## src/rtl/pipe_defs.sv

```systemverilog
// Pipeline-wide definitions shared by the decode, memory and write-back stages:
// load/store one-hot bit positions and the reset PC.
package pipe_defs;

  localparam int LD_LB  = 0;
  localparam int LD_LBU = 1;
  localparam int LD_LH  = 2;
  localparam int LD_LHU = 3;
  localparam int LD_LW  = 4;
  localparam int ST_SB  = 5;
  localparam int ST_SH  = 6;
  localparam int ST_SW  = 7;

  localparam logic [31:0] PIPE_RESET_PC = 32'h1c000000;

  function automatic logic [31:0] ext8(input logic [7:0] v, input logic sgn);
    return {{24{sgn & v[7]}}, v};
  endfunction

  function automatic logic [31:0] ext16(input logic [15:0] v, input logic sgn);
    return {{16{sgn & v[15]}}, v};
  endfunction

endpackage

```

## src/rtl/load_align.sv

```systemverilog
// Combinational load-data alignment: picks the addressed byte/half/word out of
// the SRAM word and sign- or zero-extends it. Store bits of load_op are ignored.
module load_align
  import pipe_defs::*;
(
  input  logic [31:0] rd,
  input  logic [1:0]  off,
  input  logic [7:0]  load_op,
  output logic [31:0] aligned
);

  logic [7:0]  lane [4];
  logic [7:0]  byte_sel;
  logic [15:0] half_sel;
  logic        unused_store_bits;

  genvar gi;
  generate
    for (gi = 0; gi < 4; gi++) begin : g_lane
      assign lane[gi] = rd[8*gi +: 8];
    end
  endgenerate

  assign byte_sel = lane[off];
  // Misaligned halves fault upstream, so only off[1] picks the half.
  assign half_sel = off[1] ? rd[31:16] : rd[15:0];
  assign unused_store_bits = ^load_op[7:5];

  always_comb begin
    aligned = '0;
    if (load_op[LD_LB])       aligned = ext8(byte_sel, 1'b1);
    else if (load_op[LD_LBU]) aligned = ext8(byte_sel, 1'b0);
    else if (load_op[LD_LH])  aligned = ext16(half_sel, 1'b1);
    else if (load_op[LD_LHU]) aligned = ext16(half_sel, 1'b0);
    else if (load_op[LD_LW])  aligned = rd;
  end

endmodule

```

## src/rtl/wb_stage.sv

```systemverilog
// Write-back stage: load alignment, register-file write, ID bypass/hazard info,
// debug trace and retire counter. Define WB_TRACE_STALL_EN to honour debug_ready.
module wb_stage
  import pipe_defs::*;
#(
  parameter logic [31:0] RESET_PC = PIPE_RESET_PC
) (
  input  logic        clk,
  input  logic        rst,
  input  logic        in_valid,
  output logic        in_ready,
  input  logic [31:0] result,
  input  logic [31:0] PC,
  input  logic [7:0]  load_op,
  input  logic        res_from_mem,
  input  logic        gr_we,
  input  logic [4:0]  dest,
  input  logic [31:0] data_sram_rdata,
  input  logic        debug_ready,
  output logic        rf_we,
  output logic [4:0]  rf_waddr,
  output logic [31:0] rf_wdata,
  output logic [4:0]  wb_dest,
  output logic [31:0] wb_fwd_data,
  output logic [31:0] debug_wb_pc,
  output logic [3:0]  debug_wb_rf_we,
  output logic [4:0]  debug_wb_rf_wnum,
  output logic [31:0] debug_wb_rf_wdata,
  output logic [31:0] retire_cnt
);

  logic        ready_go;
  logic        ret;
  logic [31:0] rd;
  logic [31:0] aligned;
  logic [31:0] last_pc_reg;

`ifdef WB_TRACE_STALL_EN
  logic        held_reg;
  logic [31:0] rdata_reg;

  assign ready_go = debug_ready;

  // SRAM data is only valid in the first cycle here; keep it across a stall.
  always_ff @(posedge clk) begin
    if (rst) begin
      held_reg  <= 1'b0;
      rdata_reg <= '0;
    end else if (ret) begin
      held_reg  <= 1'b0;
    end else if (in_valid && !held_reg) begin
      held_reg  <= 1'b1;
      rdata_reg <= data_sram_rdata;
    end
  end

  assign rd = held_reg ? rdata_reg : data_sram_rdata;
`else
  logic unused_debug_ready;

  assign ready_go           = 1'b1;
  assign unused_debug_ready = debug_ready;
  assign rd                 = data_sram_rdata;
`endif

  assign in_ready = ~rst & (~in_valid | ready_go);
  assign ret      = in_valid & ready_go & ~rst;

  load_align u_load_align (
    .rd      (rd),
    .off     (result[1:0]),
    .load_op (load_op),
    .aligned (aligned)
  );

  assign rf_wdata    = res_from_mem ? aligned : result;
  assign rf_we       = gr_we & ret;
  assign rf_waddr    = dest;
  assign wb_fwd_data = rf_wdata;
  // Held while stalled so ID keeps interlocking on this destination.
  assign wb_dest     = (in_valid & gr_we) ? dest : 5'd0;

  assign debug_wb_pc       = in_valid ? PC : last_pc_reg;
  assign debug_wb_rf_we    = {4{rf_we}};
  assign debug_wb_rf_wnum  = dest;
  assign debug_wb_rf_wdata = rf_wdata;

  always_ff @(posedge clk) begin
    if (rst) begin
      last_pc_reg <= RESET_PC;
      retire_cnt  <= '0;
    end else if (ret) begin
      last_pc_reg <= PC;
      retire_cnt  <= retire_cnt + 32'd1;
    end
  end

endmodule
```

## config.mk

```make
export PLATFORM = sky130hd
export DESIGN_NAME = wb_stage
export DESIGN_NICKNAME = d
export VERILOG_FILES = /design/src/rtl/pipe_defs.sv /design/src/rtl/load_align.sv /design/src/rtl/wb_stage.sv
export SDC_FILE = /design/constraint.sdc
export NUM_CORES = 1
export LEC_CHECK = 0
export CAP_MARGIN = 30
export CORE_AREA = 2 2 116 118
export DETAILED_ROUTE_END_ITERATION = 6
export DIE_AREA = 0 0 118 120
export PLACE_DENSITY_LB_ADDON = 0.2
export SYNTH_ARGS = -nofsm -noshare
export SYNTH_HDL_FRONTEND = slang
export SYNTH_SLANG_ARGS = --single-unit
```

## constraint.sdc

```tcl
create_clock -name clk -period 6.45 [get_ports clk]
set_clock_uncertainty 0.1 [all_clocks]
set_input_delay 1.29 -clock clk [delete_from_list [all_inputs] [get_ports clk]]
set_output_delay 1.29 -clock clk [all_outputs]
set_load 0.01 [all_outputs]
```

==> run metrics <==
Period Utilization, post-route 85.5%; most used cell, CP clkdlybuf4s50_1; htree depth 3; leakage 2.64 nW; Final Max Tran Viols 0; area share of the largest cell type after synthesis 28.6%; Post-CTS Setup Bufs 0; Rows 42; Post-synth top cells 79 x buf_4, 64 x dfxtp_1, 46 x mux2_2, 41 x a21oi_1, 29 x and2_1; Post-DP Area 6930 um^2; worst-margin pin slew 954 ps; CTS tree yes; Port Buffer Count 291; cell taking the most area after synthesis dfxtp_1; Crit Path Class in2out; Inst Count DP 892; Antenna Cells 0; Core Area 13,000 um^2; pin count of the biggest net entering global routing 46; Ports 296; pwr dens 177 nW/um^2; final wirelength 14.7 mm; root buffer cell clkbuf_16; crit path cell chain clkdlybuf4s50_1, buf_4, mux4_2, a21boi_2, o21ai_0, o21a_1, clkdlybuf4s50_1; critical path launch point type input port; routability cong. 0.835; vias in the first global route 4,299; slowest stage cell, crit path mux4_2; #FFs+latches synth 64; Synth async-reset ratio 0%; DP HPWL 11.4 mm; FF-to-FF setup slack 4180 ps; initial cell density of the core 34.6%; Fillers 1,187; Hold Vio Cnt, Final 0; final setup fails 0; routed wire length per instance 16.3 um; total gr overflow 0; clock latency at the later pin of the worst-skew pair 330 ps; YS warnings 0; number of synthesized flops with an enable pin 0; first-pass iteration count of the detailed router 5; data arrival time of the worst path 4120 ps; CTS sink count 64; Netlist cell types 53; Synth Instances 531; Power Total 1.28 mW; Net count, final 843; CP Max Fanout 19; mapped cell area 4490 um^2; total die area 14,200 um^2; Peak VDD IR 0.232 mV; Mean Syn Cell Area 8.45 um^2; chip height 120 um; clock slew seen by the registers of the worst setup and hold paths 50 ps; hold crit path type reg2reg; fin cells 907; area delta synth->final 60.5%; fraction of layout cells with a size suffix above 1 10.9%; CTS Buf Count 9; Fin Setup TNS 0 ps; DR DRC count 0; Initial DRC Count 256; fin area 7200 um^2; global router's overall resource usage 19.7%; Core Util, Final 55.5%; top-count cell post-synth buf_4; CP required 5060 ps; global-route wire length before repair 22.7 mm; status finished, final reports clean; Clock Tree Buf Depth 2; Final ANT Viol Nets 0; fmax 181 MHz; largest cells by area after synthesis dfxtp_1 29%, buf_4 13%, mux2_2 12%; Hold Buf Count CTS 0; max-cap viol count 0; total nets after synthesis 647; sequential area share after synthesis 28.6%; Period minus WS final 5510 ps; unrepaired setup endpoints after global routing false; chip width 118 um; Rel. slew slack 36.4%; vias per cell 4.99; antenna violations before repair 0; Post-synth top flop dfxtp_1; total number of vias 4,525; cts repair resizes 0; CP peak stage delay 590 ps; CP endpoint kind output pin
-- worst max-delay path: cells and delay by family --
| kind | cells | cell delay [ps] |
|---|---|---|
| buffers and inverters | 3 | 1240 |
| multiplexers | 1 | 590 |
| AO/OA/AOI/OAI | 3 | 1010 |
-- where the power goes --
group          leakage [nW]  internal [mW]  switching (mW)
Clock                 0.134          0.277           0.167
Sequential            0.522          0.409         0.00498
Combinational          1.98          0.250           0.169
Total                  2.64          0.936           0.341
-- final timing paths --
kind / start / to / depth (start not counted)
setup / recovery: result[1] / debug_wb_rf_wdata[30] / 7
hold / removal: retire_cnt[25] / retire_cnt[25] / 2
setup reg to reg: retire_cnt[0] / retire_cnt[28] / 5
hold reg to reg: retire_cnt[25] / retire_cnt[25] / 2
-- placed cells by master, fill, tap and decap left out, drive strengths merged, types with 11 or more instances in the layout --
cell type / synthesis / final
o21a: 18 / 18
nand2: 23 / 23
a21oi: 41 / 41
clkbuf: 27 / 12
dfxtp: 64 / 64
o21ai: 21 / 21
and2: 30 / 30
nor3: 11 / 11
nor2: 26 / 26
mux2: 47 / 47
clkdlybuf4s50: 0 / 290
nand3: 20 / 20
-- cell families (layout without fill, tap and decap cells) --
kind of cell	count (synthesis)	count (layout)	share of synthesized area, %
AO/OA/AOI/OAI	111	111	15.8
XOR/XNOR	10	10	1.95
flip-flops	64	64	28.6
AND/OR/NAND/NOR	167	167	22.1
multiplexers	57	57	14.3
buffers and inverters	121	321	17.0
adder cells (fa/ha/maj)	1	1	0.279
-- metrics by stage --
| stage | setup slack, ps | hold WS (ps) |
|---|---|---|
| 4_1_cts | 968 | 395 |
| 3_5_place_dp | 968 | 388 |
| 6_report | 935 | 391 |
| 5_1_grt | 757 | 427 |
| 3_3_place_gp | 1020 | 384 |
| 2_1_floorplan | 2230 | 410 |
-- final cells by class --
class	instances	area (um^2)	area share (%)
inverter	9	33.8	0.469
sequential	64	1280	17.8
clock buffer	12	256	3.56
timing repair buffer	297	2950	41.0
multi-input combinational	346	2440	33.9
tap	176	220	3.06
clock inverter	3	17.5	0.243
-- routing by layer --
layer | GRT usage, % | routed length (um) | vias up
met1 | 24.4 | 6270 | 2113
met4 | 4.59 | 204 | 0
met2 | 32.1 | 6930 | 199
met5 | 0 | 0 | -
met3 | 7.94 | 1340 | 15
li1 | - | - | 2198
Power figures use the tool's default switching activity.
